<file path="src/rtl/radix4_booth_mult_param.sv">
// Sequential radix-4 Booth multiplier: operands arrive as IN_W-bit beats (A then X, LS chunk first),
// one Booth digit is retired per CALC cycle, and the exact 2N-bit product is held in DONE.
module radix4_booth_mult_param #(
  parameter int N    = 16,
  parameter int IN_W = 8
) (
  input  logic            clk,
  input  logic            MSBrst,
  input  logic            start,
  input  logic            signed_mode,
  input  logic [IN_W-1:0] in_data,
  input  logic            in_valid,
  output logic            in_ready,
  output logic            busy,
  output logic            done,
  output logic [2*N-1:0]  result
);

  localparam int NBEATS = 2 * N / IN_W;
  localparam int BW     = (NBEATS > 1) ? $clog2(NBEATS) : 1;
  localparam int DW     = $clog2(N / 2 + 1);

  localparam logic [BW-1:0] LAST_BEAT = BW'(NBEATS - 1);
  localparam logic [DW-1:0] DIG_S     = DW'(N / 2 - 1);
  localparam logic [DW-1:0] DIG_U     = DW'(N / 2);

  typedef enum logic [1:0] {IDLE, LOAD, CALC, DONE} state_t;

  state_t          r_state, w_state_nxt;
  logic            r_signed;
  logic [2*N-1:0]  r_ops;      // {X, A}
  logic [BW-1:0]   r_beat;
  logic [DW-1:0]   r_dig;
  logic [N+2:0]    r_acc;
  logic [N+1:0]    r_lo;
  logic [2*N-1:0]  r_result;

  logic            w_beat_ok, w_last_beat, w_last_dig;
  logic [N+2:0]    w_a_ext, w_x_pad, w_pp, w_sum, w_acc_nxt;
  logic [N+1:0]    w_lo_nxt;
  logic [2:0]      w_trip;
  logic [2*N-1:0]  w_product;

  assign w_beat_ok   = in_valid && (r_state == LOAD);
  assign w_last_beat = (r_beat == LAST_BEAT);
  assign w_last_dig  = (r_dig == (r_signed ? DIG_S : DIG_U));

  // Operands extended to N+2 bits; X carries the implicit 0 below bit 0.
  assign w_a_ext = {{3{r_signed & r_ops[N-1]}}, r_ops[N-1:0]};
  assign w_x_pad = {{2{r_signed & r_ops[2*N-1]}}, r_ops[2*N-1:N], 1'b0};
  assign w_trip  = w_x_pad[{r_dig, 1'b0} +: 3];

  // NOTE: every signal written in always_comb gets a default first, so no path can infer a latch.
  always_comb begin
    w_pp = '0;
    case (w_trip)
      3'b001, 3'b010: w_pp = w_a_ext;
      3'b011:         w_pp = w_a_ext << 1;
      3'b100:         w_pp = -(w_a_ext << 1);
      3'b101, 3'b110: w_pp = -w_a_ext;
      default:        w_pp = '0;
    endcase
  end

  assign w_sum     = r_acc + w_pp;
  assign w_acc_nxt = {{2{w_sum[N+2]}}, w_sum[N+2:2]};
  assign w_lo_nxt  = {w_sum[1:0], r_lo[N+1:2]};
  // Unsigned mode retires one extra digit, so two more low bits are valid.
  assign w_product = r_signed ? {w_acc_nxt[N-1:0], w_lo_nxt[N+1:2]}
                              : {w_acc_nxt[N-3:0], w_lo_nxt};

  // NOTE: sequential state uses non-blocking assignments so all registers update together at the edge.
  always_ff @(posedge clk or posedge MSBrst) begin
    if (MSBrst) r_state <= IDLE;
    else        r_state <= w_state_nxt;
  end

  always_comb begin
    w_state_nxt = r_state;
    case (r_state)
      IDLE, DONE: if (start) w_state_nxt = LOAD;
      LOAD:       if (w_beat_ok && w_last_beat) w_state_nxt = CALC;
      CALC:       if (w_last_dig) w_state_nxt = DONE;
      default:    w_state_nxt = IDLE;
    endcase
  end

  // NOTE: the operand store is reset along with everything else so an aborted load leaves nothing behind.
  always_ff @(posedge clk or posedge MSBrst) begin
    if (MSBrst) begin
      r_signed <= 1'b0;
      r_ops    <= '0;
      r_beat   <= '0;
      r_dig    <= '0;
      r_acc    <= '0;
      r_lo     <= '0;
      r_result <= '0;
    end else begin
      case (r_state)
        IDLE, DONE: begin
          if (start) begin
            r_result <= '0;
            r_signed <= signed_mode;
            r_beat   <= '0;
          end
        end
        LOAD: begin
          if (w_beat_ok) begin
            r_ops[int'(r_beat) * IN_W +: IN_W] <= in_data;
            r_beat <= r_beat + 1'b1;
            if (w_last_beat) begin
              r_acc <= '0;
              r_lo  <= '0;
              r_dig <= '0;
            end
          end
        end
        CALC: begin
          r_acc <= w_acc_nxt;
          r_lo  <= w_lo_nxt;
          r_dig <= r_dig + 1'b1;
          if (w_last_dig) r_result <= w_product;
        end
        default: ;
      endcase
    end
  end

  assign in_ready = (r_state == LOAD);
  assign busy     = (r_state == LOAD) || (r_state == CALC);
  assign done     = (r_state == DONE);
  assign result   = r_result;

endmodule

</file>
<file path="config.mk">
export PLATFORM = sky130hd
export DESIGN_NAME = radix4_booth_mult_param
export DESIGN_NICKNAME = d
export VERILOG_FILES = /design/src/rtl/radix4_booth_mult_param.sv
export SDC_FILE = /design/constraint.sdc
export NUM_CORES = 1
export LEC_CHECK = 0
export ABC_AREA = 1
export BUFFER_PORTS_ARGS = -buffer_cell sky130_fd_sc_hd__buf_2
export CELL_PAD_IN_SITES_DETAIL_PLACEMENT = 0
export CELL_PAD_IN_SITES_GLOBAL_PLACEMENT = 1
export CORE_UTILIZATION = 45
export CTS_CLUSTER_SIZE = 10
export DETAILED_ROUTE_END_ITERATION = 8
export PLACE_DENSITY_LB_ADDON = 0.15
export SYNTH_ARGS = -nofsm -noshare
export SYNTH_HDL_FRONTEND = slang
export SYNTH_SLANG_ARGS = --single-unit
export TNS_END_PERCENT = 5
</file>
<file path="constraint.sdc">
create_clock -name clk -period 4.6 [get_ports clk]
set_clock_uncertainty 0.2 [all_clocks]
set_input_delay 0.69 -clock clk [delete_from_list [all_inputs] [get_ports clk]]
set_output_delay 0.69 -clock clk [all_outputs]
set_load 0.02 [all_outputs]
</file>
==> results of run 1 <==
final cells by class:
type / instances / area, um^2
fillers: 1420 / 6900
multi-input cells: 614 / 3370
flip-flops and latches: 106 / 2660
inverters: 109 / 422
repair buffers: 53 / 280
clock buffers: 9 / 225
well taps: 180 / 225
clock inverters: 7 / 70.1
kinds of logic (layout without fill, tap and decap cells):
group,after synthesis,after routing,share of synthesized area [%]
buffers and inverters,141,178,9.14
multiplexers,1,1,0.151
AND/OR/NAND/NOR,357,357,24.1
AO/OA/AOI/OAI,204,204,17.9
XOR/XNOR,22,22,2.91
adder cells (fa/ha/maj),30,30,5.78
flip-flops,106,106,40.0
placed cells by master, fill, tap and decap left out, drive strengths merged:
cell,n
nand2,211
o21ai,119
inv,112
dfrtp,106
nand3,61
buf,53
nor2,43
a21oi,38
ha,29
nand4,28
o22ai,21
xor2,14
clkbuf,9
nor3,9
xnor2,8
o2111ai,6
o211ai,5
clkinv,4
a32o,3
o311ai,3
nor4,2
a21o,2
o31ai,2
nand3b,2
and2,1
a31o,1
o21a,1
o21bai,1
a22o,1
mux2i,1
a211oi,1
fa,1
per-layer routing:
metal / part of all wire, % / vias up
met5: 0 / -
met4: 1.9 / 0
met3: 3.8 / 26
met2: 44 / 119
met1: 50 / 2760
li1: - / 2958
registers in the layout (all words and copies together), names as in the netlist:
signal	cells
result	32
r_dig	4
r_signed	1
r_beat	2
r_lo	16
r_acc	17
r_ops	32
r_state	2
path summary, 6_finish.rpt:
kind                                        start                      to  slack (ns)
max                          r_dig[1]$_DFFE_PP0P_  result[28]$_DFFE_PP0P_        0.43
min reg2reg                result[23]$_DFFE_PP0P_  result[23]$_DFFE_PP0P_        0.28
max reg2reg                  r_dig[1]$_DFFE_PP0P_  result[28]$_DFFE_PP0P_        0.43
max in group asynchronous                  MSBrst    r_dig[1]$_DFFE_PP0P_        2.90
min                        result[23]$_DFFE_PP0P_  result[23]$_DFFE_PP0P_        0.28
min in group asynchronous                  MSBrst  r_state[0]$_DFFE_PP0P_        0.32
critical path: stages (launching register included):
cell and delay [ns]:
dfrtp_2 0.52, inv_1 0.21, nand2_1 0.08, nand3_1 0.07
nand3_1 0.08, nand3_1 0.13, nand2_2 0.09, nand2_2 0.12
nor2_4 0.06, inv_2 0.22, o21ai_0 0.12, a21oi_1 0.11
o21ai_1 0.12, ha_1 0.40, nand2_1 0.09, nor3_1 0.20
nand2_1 0.12, o211ai_2 0.22, nand2_1 0.08, nand2_1 0.13
nand2_1 0.08, nand2_1 0.06, nor2_1 0.06, nor3_1 0.35
o21ai_1 0.10
repair_timing:
action / 4_1_cts / 5_1_grt
hold buffers: 0 / 0
setup endpoints to repair: 0 / 12
resized for setup: 0 / 2
hold endpoints to repair: 0 / 0
through the flow:
step,hold WS (ns),instance area (um^2),worst slack (ns),std cells,util (%)
after floorplan,0.248,6630,0.921,861,-
after global placement,0.257,6950,0.338,1062,49.1
after detailed placement,0.261,6950,0.352,1062,49.1
after CTS,0.281,7250,0.313,1078,51.2
after global routing,0.301,7250,0.0507,1078,51.2
final,0.276,7250,0.428,1078,51.2
==> impl_metrics.env, run 1 <==
export IMPL_status="finished, final reports clean"
export IMPL_drv_slew=0
export IMPL_rows=43
export IMPL_vias_per_cell=5.44
export IMPL_place_congestion=0.861
export IMPL_io_pins=48
export IMPL_end_kind="flip-flop"
export IMPL_core_um2=14100
export IMPL_drcViolationCount=0
export IMPL_clk_pin_slew_ns=0.08
export IMPL_antenna_found_initial=0
export IMPL_area_growth_pct=9.34
export IMPL_synth_cells=861
export IMPL_layout_drive_gt1_share_pct=12.5
export IMPL_drt_initial_drc_count=344
export IMPL_worstHoldPathType="flip-flop to flip-flop"
export IMPL_worst_pin_slew_ns=0.886
export IMPL_grt_pass1_wl_um=28000
export IMPL_clk_insertion_delay_late_ns=0.35
export IMPL_fin_crit_ns=4.17
export IMPL_setup_tns_ns=0
export IMPL_ys_seq_area_share_pct=40.0
export IMPL_ys_flop_type="dfrtp_1"
export IMPL_use_met2_pct=36.5
export IMPL_synth_common_cells="nand2_1 (204), dfrtp_1 (106), inv_1 (98)"
export IMPL_cts_root_buf="clkbuf_16"
export IMPL_die_area_um2=15200
export IMPL_cp_max_fo=13
export IMPL_min_delay_path_depth=2
export IMPL_wl_per_cell_um=15.7
export IMPL_firstDrtPassIters=5
export IMPL_required_ns=4.63
export IMPL_grt_pass1_vias=5428
export IMPL_gr_usage_met1_pct=34.2
export IMPL_nNetsFinal=936
export IMPL_startpoint_type="flip-flop"
export IMPL_clock_path_buffers=2
export IMPL_die_y_um=123
export IMPL_ant_nets=0
export IMPL_num_vias=5863
export IMPL_grt_setup_unrepaired="false"
export IMPL_drv_cap=0
export IMPL_port_buffers=47
export IMPL_grt_overflow=0
export IMPL_synth_top_area_share_pct=40.0
export IMPL_grt_max_degree=72
export IMPL_synth_top_area_cell="dfrtp_1"
export IMPL_antenna_cells=0
export IMPL_r2r_cells=24
export IMPL_fmax_mhz=240
export IMPL_htree_levels=3
export IMPL_grt_use_total_pct=23.9
export IMPL_synth_most_common_cell="nand2_1"
export IMPL_cts_buffers=9
export IMPL_synth_edf_count=0
export IMPL_synth_area_um2=6630
export IMPL_synth_area_leaders="dfrtp_1 (40%), nand2_1 (12%), o21ai_0 (6.8%)"
export IMPL_slew_headroom_pct=40.9
export IMPL_use_met3_pct=3.83
export IMPL_synth_seq_cells=106
export IMPL_initial_core_util_pct=46.8
export IMPL_synthArstFlopShare_pct=100
export IMPL_worstPathArrival_ns=4.20
export IMPL_syn_area_per_cell_um2=7.70
export IMPL_busiest_layer="met2"
export IMPL_cts_setup_buffers=0
export IMPL_dp_hpwl_um=12700
export IMPL_ys_warnings_count=0
export IMPL_cts_num_sinks=106
export IMPL_critPathKind="flip-flop to flip-flop"
export IMPL_setup_viol=0
export IMPL_cts_tree="done"
export IMPL_finalCritPeriodShare_pct=90.7
export IMPL_routed_wl_um=16900
export IMPL_yosysUniqueCellTypes=50
export IMPL_synth_nets=904
export IMPL_finalHoldViolCount=0
export IMPL_die_width_um=123
Power of run 1 is left out: the tool's default activity adds up to more than one toggle a clock period on the data nets, which glitch-free logic cannot reach.
==> inputs of run 2 (changes only) <==
--- a/config.mk
+++ b/config.mk
@@ -9,10 +9,11 @@
 export BUFFER_PORTS_ARGS = -buffer_cell sky130_fd_sc_hd__buf_2
 export CELL_PAD_IN_SITES_DETAIL_PLACEMENT = 0
 export CELL_PAD_IN_SITES_GLOBAL_PLACEMENT = 1
+export CORE_ASPECT_RATIO = 1.2
 export CORE_UTILIZATION = 45
 export CTS_CLUSTER_SIZE = 10
 export DETAILED_ROUTE_END_ITERATION = 8
-export PLACE_DENSITY_LB_ADDON = 0.15
+export PLACE_DENSITY_LB_ADDON = 0.1
 export SYNTH_ARGS = -nofsm -noshare
 export SYNTH_HDL_FRONTEND = slang
 export SYNTH_SLANG_ARGS = --single-unit
==> impl_metrics.env, run 2 (synthesis results as in run 1) <==
export IMPL_clock_path_buffers=2
export IMPL_grt_max_degree=69
export IMPL_startpoint_type="flip-flop"
export IMPL_antenna_cells=0
export IMPL_htree_levels=3
export IMPL_antenna_found_initial=0
export IMPL_setup_tns_ns=0
export IMPL_area_growth_pct=10.1
export IMPL_required_ns=4.64
export IMPL_use_met3_pct=3.05
export IMPL_grt_overflow=0
export IMPL_vias_per_cell=5.48
export IMPL_cts_root_buf="clkbuf_16"
export IMPL_holdBufCountCts=0
export IMPL_place_congestion=0.836
export IMPL_dp_hpwl_um=12900
export IMPL_grt_pass1_wl_um=28400
export IMPL_fin_crit_ns=4.08
export IMPL_drcViolationCount=0
export IMPL_wl_per_cell_um=15.7
export IMPL_grt_pass1_vias=5691
export IMPL_drt_initial_drc_count=335
export IMPL_ant_nets=0
export IMPL_busiest_layer="met2"
export IMPL_die_y_um=135
export IMPL_worst_pin_slew_ns=0.848
export IMPL_grt_use_total_pct=23.8
export IMPL_finalCritPeriodShare_pct=88.7
export IMPL_num_vias=5894
export IMPL_cts_buffers=9
export IMPL_die_area_um2=15200
export IMPL_io_pins=48
export IMPL_drv_slew=0
export IMPL_cts_num_sinks=106
export IMPL_use_met2_pct=40.7
export IMPL_worstPathArrival_ns=4.12
export IMPL_setup_viol=0
export IMPL_final_cell_mix="nand2_1 (204), dfrtp_1 (104), inv_1 (97)"
export IMPL_clk_pin_slew_ns=0.07
export IMPL_critPathKind="flip-flop to flip-flop"
export IMPL_cp_max_fo=13
export IMPL_core_um2=14400
export IMPL_nNetsFinal=939
export IMPL_finalHoldViolCount=0
export IMPL_fmax_mhz=245
export IMPL_port_buffers=47
export IMPL_rows=48
export IMPL_layout_drive_gt1_share_pct=12.8
export IMPL_gr_usage_met1_pct=30.6
export IMPL_initial_core_util_pct=46.0
export IMPL_die_width_um=113
export IMPL_mostFrequentLayoutCell="nand2_1"
export IMPL_end_kind="flip-flop"
export IMPL_cts_tree="done"
export IMPL_routed_wl_um=16900
export IMPL_worstHoldPathType="flip-flop to flip-flop"
export IMPL_status="finished, final reports clean"
export IMPL_firstDrtPassIters=5
export IMPL_drv_cap=0
export IMPL_grt_setup_unrepaired="false"
export IMPL_slew_headroom_pct=43.4
export IMPL_clk_insertion_delay_late_ns=0.36
==> run 2: timing repair <==
item                                    4_1_cts  5_1_grt
gates resized for setup                       0        2
endpoints found under the setup margin        0       12
setup buffers                                 0        3
==> run 2: cell type report <==
type / instances / area, um^2
fillers: 1455 / 7110
multi-input cells: 614 / 3370
flip-flops and latches: 106 / 2660
inverters: 109 / 422
repair buffers: 56 / 315
clock buffers: 9 / 225
well taps: 175 / 219
clock inverters: 7 / 93.8
==> run 2: final timing paths <==
kind | depth (start not counted) | to | slack, ns | startpoint
worst max register to register | 24 | result[28]$_DFFE_PP0P_ | 0.52 | r_dig[1]$_DFFE_PP0P_
worst min-delay path | 2 | result[26]$_DFFE_PP0P_ | 0.28 | result[26]$_DFFE_PP0P_
max in group asynchronous | 3 | r_dig[1]$_DFFE_PP0P_ | 2.89 | MSBrst
worst max-delay path | 24 | result[28]$_DFFE_PP0P_ | 0.52 | r_dig[1]$_DFFE_PP0P_
min in group asynchronous | 2 | result[2]$_DFFE_PP0P_ | 0.29 | MSBrst
worst min register to register | 2 | result[26]$_DFFE_PP0P_ | 0.28 | result[26]$_DFFE_PP0P_
==> run 2: metrics by stage <==
| stage | setup WS, ns | instances | util [%] | area, um^2 | hold WS, ns |
|---|---|---|---|---|---|
| after floorplan | 0.921 | 861 | - | 6630 | 0.248 |
| after global placement | 0.427 | 1057 | 48.2 | 6940 | 0.259 |
| after detailed placement | 0.364 | 1057 | 48.2 | 6940 | 0.260 |
| after global routing | 0.0883 | 1076 | 50.7 | 7300 | 0.301 |
| final | 0.520 | 1076 | 50.7 | 7300 | 0.276 |
| after CTS | 0.340 | 1073 | 50.4 | 7260 | 0.280 |
==> run 2: routing by layer <==
| layer | up-vias | share of wire [%] |
|---|---|---|
| met5 | - | 0 |
| met4 | 0 | 2.0 |
| met3 | 21 | 2.8 |
| met2 | 104 | 49 |
| met1 | 2805 | 46 |
| li1 | 2964 | - |
==> run 2: worst max-delay path: stages, from the launching register on <==
cell and delay (ns):
dfrtp_2 0.52, inv_1 0.21, nand2_1 0.07, nand3_1 0.08
nand3_1 0.08, nand3_1 0.13, nand2_2 0.09, nand2_2 0.12
nor2_4 0.06, inv_2 0.21, o21ai_0 0.12, a21oi_1 0.13
o21ai_1 0.11, ha_1 0.36, inv_1 0.08, nor3_1 0.24
nand2_1 0.12, o211ai_2 0.22, nand2_1 0.08, nand2_1 0.12
nand2_1 0.09, nand2_1 0.06, nor2_1 0.06, nor3_1 0.30
o21ai_1 0.10
Power of run 2 is left out for the same reason.
==> inputs of run 3 (changes only) <==
--- a/config.mk
+++ b/config.mk
@@ -13,7 +13,8 @@
 export CORE_UTILIZATION = 45
 export CTS_CLUSTER_SIZE = 10
 export DETAILED_ROUTE_END_ITERATION = 8
-export PLACE_DENSITY_LB_ADDON = 0.1
+export PLACE_DENSITY = 0.8
+export SETUP_SLACK_MARGIN = 0.02
 export SYNTH_ARGS = -nofsm -noshare
 export SYNTH_HDL_FRONTEND = slang
 export SYNTH_SLANG_ARGS = --single-unit
==> impl_metrics.env, run 3 (synthesis results as in run 1) <==
export IMPL_cp_max_fo=13
export IMPL_setup_tns_ns=0
export IMPL_cp_cell_sequence="inv_1, nand2_1, nand3_1, nand3_1, nand3_1, nand2_2, nand2_2, nor2_4, inv_2, o21ai_0, a21oi_1, o21ai_1, ha_1, inv_1, nor3_1, nand2_1, o211ai_2, nand2_1, nand2_1, nand2_1, nand2_1, nor2_1, nor3_1, o21ai_1"
export IMPL_clk_pin_slew_ns=0.08
export IMPL_critPathKind="flip-flop to flip-flop"
export IMPL_worstPathArrival_ns=4.07
export IMPL_startpoint_type="flip-flop"
export IMPL_core_um2=14400
export IMPL_grt_max_degree=51
export IMPL_rows=48
export IMPL_drcViolationCount=0
export IMPL_grt_overflow=0
export IMPL_utilization_pct=50.3
export IMPL_r2r_cells=24
export IMPL_worstHoldPathType="input pin to async pin"
export IMPL_io_pins=48
export IMPL_drv_slew=0
export IMPL_slowest_delay_ns=0.51
export IMPL_htree_levels=3
export IMPL_grt_use_total_pct=23.4
export IMPL_num_vias=5859
export IMPL_setup_viol=0
export IMPL_dp_hpwl_um=12700
export IMPL_finalCritPeriodShare_pct=87.6
export IMPL_routed_wl_um=16800
export IMPL_r2r_end="result[28]$_DFFE_PP0P_"
export IMPL_antenna_found_initial=0
export IMPL_layout_drive_gt1_share_pct=12.6
export IMPL_die_area_um2=15200
export IMPL_port_buffers=47
export IMPL_end_kind="flip-flop"
export IMPL_cts_num_sinks=106
export IMPL_ant_nets=0
export IMPL_cts_root_buf="clkbuf_16"
export IMPL_critPathLaunch="r_dig[1]$_DFFE_PP0P_"
export IMPL_wl_per_cell_um=15.6
export IMPL_initial_core_util_pct=46.0
export IMPL_grt_pass1_wl_um=28200
export IMPL_slew_headroom_pct=43.3
export IMPL_grt_pass1_vias=5672
export IMPL_antenna_cells=0
export IMPL_crit_top_cell="nand2_1"
export IMPL_firstDrtPassIters=5
export IMPL_clk_insertion_delay_late_ns=0.36
export IMPL_place_congestion=0.841
export IMPL_r2r_slack_ns=0.57
export IMPL_drt_initial_drc_count=279
export IMPL_die_width_um=113
export IMPL_cp_slowest_cell="dfrtp_2"
export IMPL_finalHoldViolCount=0
export IMPL_fmax_mhz=248
export IMPL_die_y_um=135
export IMPL_status="finished, final reports clean"
export IMPL_setup_ws_ns=0.570
export IMPL_nNetsFinal=938
export IMPL_r2r_start="r_dig[1]$_DFFE_PP0P_"
export IMPL_cts_buffers=9
export IMPL_fin_crit_ns=4.03
export IMPL_grt_setup_unrepaired="false"
export IMPL_pre_cts_slack_ns=0.362
export IMPL_vias_per_cell=5.45
export IMPL_clock_path_buffers=2
export IMPL_area_growth_pct=9.36
export IMPL_worst_pin_slew_ns=0.850
export IMPL_required_ns=4.64
export IMPL_cts_tree="done"
export IMPL_drv_cap=0
export IMPL_mostFrequentLayoutCell="nand2_1"
export IMPL_final_cell_mix="nand2_1 (204), dfrtp_1 (104), inv_1 (97)"
-- run 3: changes by cell type in the layout (fill, tap and decap cells not counted) --
cell	before	now
dfrtp_2	2	1
buf_12	1	0
clkinv_8	1	0
clkbuf_1	0	1
bufinv_16	1	0
clkinv_4	0	1
dfrtp_4	0	1
-- run 3: area by class of cell --
class | instances | area, um^2
tap | 175 | 219
clock buffer | 10 | 229
timing repair buffer | 55 | 295
clock inverter | 6 | 56.3
fill | 1438 | 7160
sequential | 106 | 2660
inverter | 109 | 422
multi-input combinational | 614 | 3370
-- run 3: per-stage QoR --
step	hold WS [ns]	instances	cell area, um^2
global placement	0.257	1057	6940
global route	0.185	1075	7250
finish	0.142	1075	7250
detailed placement	0.261	1057	6940
CTS	0.169	1073	7230
floorplan	0.248	861	6630
-- run 3: critical path, delay by kind of cell, from the launching register on --
family                   cells  cell delay [ns]
flip-flops                   1             0.51
adder cells (fa/ha/maj)      1             0.36
buffers and inverters        3             0.48
AO/OA/AOI/OAI                5             0.65
AND/OR/NAND/NOR             15             1.68
-- run 3: metal layers --
| metal | track usage, % | wire length [um] | vias up |
|---|---|---|---|
| met5 | 0 | 0 | - |
| met4 | 7.93 | 272 | 0 |
| met3 | 2.20 | 551 | 18 |
| met2 | 39.9 | 8070 | 106 |
| met1 | 31.3 | 7870 | 2764 |
| li1 | - | - | 2971 |
-- run 3: worst max path at each step --
stage / slack [ns] / endpoint / depth (start not counted)
final: 0.57 / result[28]$_DFFE_PP0P_ / 24
after CTS: 0.34 / result[27]$_DFFE_PP0P_ / 23
after floorplan: 0.92 / r_acc[0]$_DFFE_PP0P_ / 1
after global routing: 0.02 / result[28]$_DFFE_PP0P_ / 24
after global placement: 0.47 / result[25]$_DFFE_PP0P_ / 23
after detailed placement: 0.36 / result[27]$_DFFE_PP0P_ / 23
-- run 3: what timing repair did --
item / in CTS / in global routing
hold buffers: 0 / 0
buffers inserted: 0 / 2
endpoints found under the setup margin: 0 / 18
gates resized for setup: 0 / 3
Power of run 3 is left out for the same reason.
